$ cat src/rtl/press_event_decoder_pkg.sv
// Shared state encoding and default timing constants for the press event decoder.
package press_event_decoder_pkg;

  localparam logic [1:0] ST_IDLE    = 2'd0;
  localparam logic [1:0] ST_ARMED   = 2'd1;
  localparam logic [1:0] ST_LOCKOUT = 2'd2;

  // Defaults assume a 100 MHz clock.
  localparam int unsigned WINDOW_250MS  = 32'd25000000;
  localparam int unsigned LOCKOUT_100MS = 32'd10000000;

endpackage

$ cat src/rtl/press_event_decoder.sv
// Classifies debounced press pulses into single and double presses, with a
// lockout after each double press to swallow stray re-triggers.
module press_event_decoder
  import press_event_decoder_pkg::*;
#(
  parameter int unsigned WINDOW  = WINDOW_250MS,
  parameter int unsigned LOCKOUT = LOCKOUT_100MS,
  parameter int unsigned CNT_W   = 32
) (
  input  logic clk,
  input  logic rst,
  input  logic press,
  output logic single_press,
  output logic double_press,
  output logic busy
);

  localparam logic [CNT_W-1:0] WIN_LAST  = CNT_W'(WINDOW - 1);
  localparam logic [CNT_W-1:0] LOCK_LAST = CNT_W'(LOCKOUT - 1);
  localparam logic [CNT_W-1:0] CNT_ONE   = CNT_W'(1);

  logic [1:0]       state;
  logic [CNT_W-1:0] cnt;

  assign busy = (state != ST_IDLE);

  // One counter serves both timed states; it is cleared on every state entry.
  always_ff @(posedge clk or posedge rst) begin
    if (rst) begin
      state        <= ST_IDLE;
      cnt          <= '0;
      single_press <= 1'b0;
      double_press <= 1'b0;
    end else begin
      single_press <= 1'b0;
      double_press <= 1'b0;
      case (state)
        ST_IDLE: begin
          if (press) begin
            state <= ST_ARMED;
            cnt   <= '0;
          end
        end
        ST_ARMED: begin
          // A press on the timeout cycle still counts as the second press.
          if (press) begin
            double_press <= 1'b1;
            state        <= ST_LOCKOUT;
            cnt          <= '0;
          end else if (cnt == WIN_LAST) begin
            single_press <= 1'b1;
            state        <= ST_IDLE;
            cnt          <= '0;
          end else begin
            cnt <= cnt + CNT_ONE;
          end
        end
        ST_LOCKOUT: begin
          if (cnt == LOCK_LAST) begin
            state <= ST_IDLE;
            cnt   <= '0;
          end else begin
            cnt <= cnt + CNT_ONE;
          end
        end
        default: begin
          state <= ST_IDLE;
          cnt   <= '0;
        end
      endcase
    end
  end

endmodule

$ cat config.mk
export PLATFORM = sky130hd
export DESIGN_NAME = press_event_decoder
export DESIGN_NICKNAME = d
export VERILOG_FILES = /design/src/rtl/press_event_decoder_pkg.sv /design/src/rtl/press_event_decoder.sv
export SDC_FILE = /design/constraint.sdc
export NUM_CORES = 1
export LEC_CHECK = 0
export CAP_MARGIN = 30
export CORE_MARGIN = 5
export CORE_UTILIZATION = 55
export DETAILED_ROUTE_END_ITERATION = 16
export GPL_TIMING_DRIVEN = 0
export PLACE_DENSITY_LB_ADDON = 0.15
export SYNTH_ARGS = -nofsm -noshare
export SYNTH_HDL_FRONTEND = slang
export SYNTH_SLANG_ARGS = --single-unit
$ cat constraint.sdc
create_clock -name clk -period 2.7 [get_ports clk]
set_clock_uncertainty 0.2 [all_clocks]
set_input_delay 0.54 -clock clk [delete_from_list [all_inputs] [get_ports clk]]
set_output_delay 0.54 -clock clk [all_outputs]
set_load 0.02 [all_outputs]
==> metrics.cfg <==
[power_and_ir_drop]
p_clk_frac=0.258
switching_share=0.3662
powerDensity_nw_per_um2=632.6
p_int_w=0.0009909
peakVddDrop_v=0.0004903
p_seq_frac=0.380
p_total_w=0.001563
leakage_nw=1.021
switchingPower_w=0.0005724
combPwrFrac=0.362

[job]
drv_cap=0

[drt]
drt-initial-drc-count=228
dr_total_vias=1991
drtAntennaViolNets=0
wirelength_um=5424
post_drt_via_cell_ratio=6.443
route.detailed.drc=0
drtPass1Iterations=5
wl_per_cell_um=17.55

[synthesis]
synth.distinct_cells=47
yosysTopAreaCell=dfrtp_1
ys_ff_latch=36
synth_nets=250
yosys.area_share.simple=0.2887
synth_compound_area_frac=0.1980
synth_top_family_by_area=simple AND/OR/NAND/NOR gates
synthesis.area_um2=2180
async_flop_share=1.000
synth_warnings=0
syn_area_per_cell_um2=9.007
yosys-top-cells-area=dfrtp_1 (41%), a31oi_1 (6.0%), nand2_1 (5.3%)
yosysTopAreaCellShare=0.4133
ys_seq_area_frac=0.4133
synthFlopType=dfrtp_1
synth_xor_area_frac=0.01206
synthAdderAreaFrac=0.02870
synth.area.mux_share=0.004592
synth_edf_count=0
postSynthCellCount=242

[timing]
setup_tns_ns=0
min_period_ns=2.575
max_freq_ghz=0.3883
finalSetupViolations=0
setup_ws_ns=0.1246
hold_violations=0
tightest_slew_ns=0.6533
rsz0062_at_grt=false
maxSlewViolCount=0
max_slew_margin=0.5640
period_share=0.9538

[global_routing]
grt_pass1_vias=1839
grt_max_degree=23
grt_overflow=0
grt_util_all_layers=0.2204
antenna_found_initial=0
grt_pass1_wl_um=9025

[final_layout]
n_antenna_cell=0
final_nets=268
area_growth_syn_to_layout_pct=13.38
layout_common_cells=dfrtp_1 (35), nand2_1 (31), a31oi_1 (21), nand3_1 (16), a21oi_1 (14)
final_cell_area_um2=2471
final.fill_count=315
final_common_cell=dfrtp_1
drive_above_1_share=0.1188

[floorplan]
coreArea_um2=3744
die_area_um2=5322
pin_count=6
fp.dieW_um=72.95
die_y_um=72.95
rows=22
start_util=0.5822

[clocking]
clock_latency_ns=0.29
cts_tree=done
clk_path_buf_depth=2
cts_made_buffers=5
clkTransAtPathRegs_ns=0.07
cts_max_level=2
cts_root_buf=clkbuf_8
clock_sinks=36

[critical_path]
path_class=flip-flop to flip-flop
setup.worst_path.end_class=flip-flop
cp_max_fo=10
cp_data_arrival_time_ns=2.53
worst-endpoint-required_ns=2.65
startpoint_type=flip-flop

[placed_design]
portBuffers=5
routabilityCongestion=0.8869
dpl_cell_area_um2=2317
place_ws_ns=-0.09090
dpl.hpwl_um=3748

[hold_path]
hp-class=flip-flop to flip-flop

[status]
outcome=complete, no violations

==> through the flow <==
stage / hold WS (ns) / instances / util
6_report: 0.3312 / 309 / 0.6601
5_1_grt: 0.3555 / 309 / 0.6601
4_1_cts: 0.3087 / 304 / 0.6444
3_5_place_dp: 0.2968 / 296 / 0.6190
3_3_place_gp: 0.2895 / 295 / 0.6116
2_1_floorplan: 0.2432 / 242 / -
==> Yosys cell counts, types with 6 or more instances <==
cell type,number
or3_1,8
clkbuf_1,7
o21ai_0,11
inv_1,11
dfrtp_1,36
nand2_1,31
a31oi_1,21
nor3_1,6
nand4_1,6
a21oi_1,14
nand3_1,16
and3_1,13
==> logic make-up after synthesis <==
logic type                 Yosys count
buffers and inverters               24
and+or+nand+nor                    110
muxes                                1
xor gates and xnor gates             3
adders and majority gates            5
DFF                                 36
AOI/OAI and AO/OA                   63
==> timing repair <==
action / in CTS / in global routing
setup buffers: 0 / 5
pin swaps: 1 / 2
gates resized for setup: 1 / 6
hold buffers: 0 / 0
setup endpoints to repair: 26 / 26
==> layout make-up <==
type	count	area [um2]	share of cell area
multi-input cells	182	1184	0.4790
flip-flops and latches	36	902.1	0.3651
repair buffers	11	115.1	0.04658
clock buffers	8	90.09	0.03646
plain buffers	13	78.83	0.03190
well taps	48	60.06	0.02430
inverters	11	41.29	0.01671
==> state kept, by name, indices dropped and copies added, names as in the netlist <==
register / flops
single_press: 1
state: 2
cnt: 32
double_press: 1
==> power by group through the flow <==
| stage | logic [W] | clock network, W | registers (W) |
|---|---|---|---|
| floorplan | 0.000366 | 0 | 0.000598 |
| global placement | 0.000514 | 0 | 0.000596 |
| detailed placement | 0.000520 | 0 | 0.000597 |
| CTS | 0.000524 | 0.000411 | 0.000587 |
| global route | 0.000627 | 0.000442 | 0.000598 |
| finish | 0.000567 | 0.000403 | 0.000593 |
==> per-layer routing <==
layer / up-vias / track usage / part of all wire
met5: - / 0 / 0
met4: 0 / 0.09426 / 0.019
met3: 11 / 0.04683 / 0.052
met2: 57 / 0.3287 / 0.47
met1: 981 / 0.3080 / 0.46
li1: 942 / - / -
==> worst max-delay path, stage by stage, from the launching register on <==
cell and delay [ns]:
dfrtp_1 0.45, nor4_2 0.36, nand4_2 0.23, o41ai_4 0.48, o21ai_4 0.14, buf_6 0.17, buf_2 0.19, a21oi_1 0.15
a31oi_1 0.06
==> path summary, 6_finish.rpt <==
path / start / slack [ns] / end / cells past startpoint
worst max register to register: cnt[26] / 0.12 / cnt[9] / 8
max in group asynchronous: rst / 1.32 / cnt[0] / 3
worst max-delay path: cnt[26] / 0.12 / cnt[9] / 8
min in group asynchronous: rst / 0.43 / cnt[26] / 2
worst min register to register: cnt[5] / 0.33 / cnt[5] / 1
worst min-delay path: cnt[5] / 0.33 / cnt[5] / 1
(Power assumes the default switching activity.)
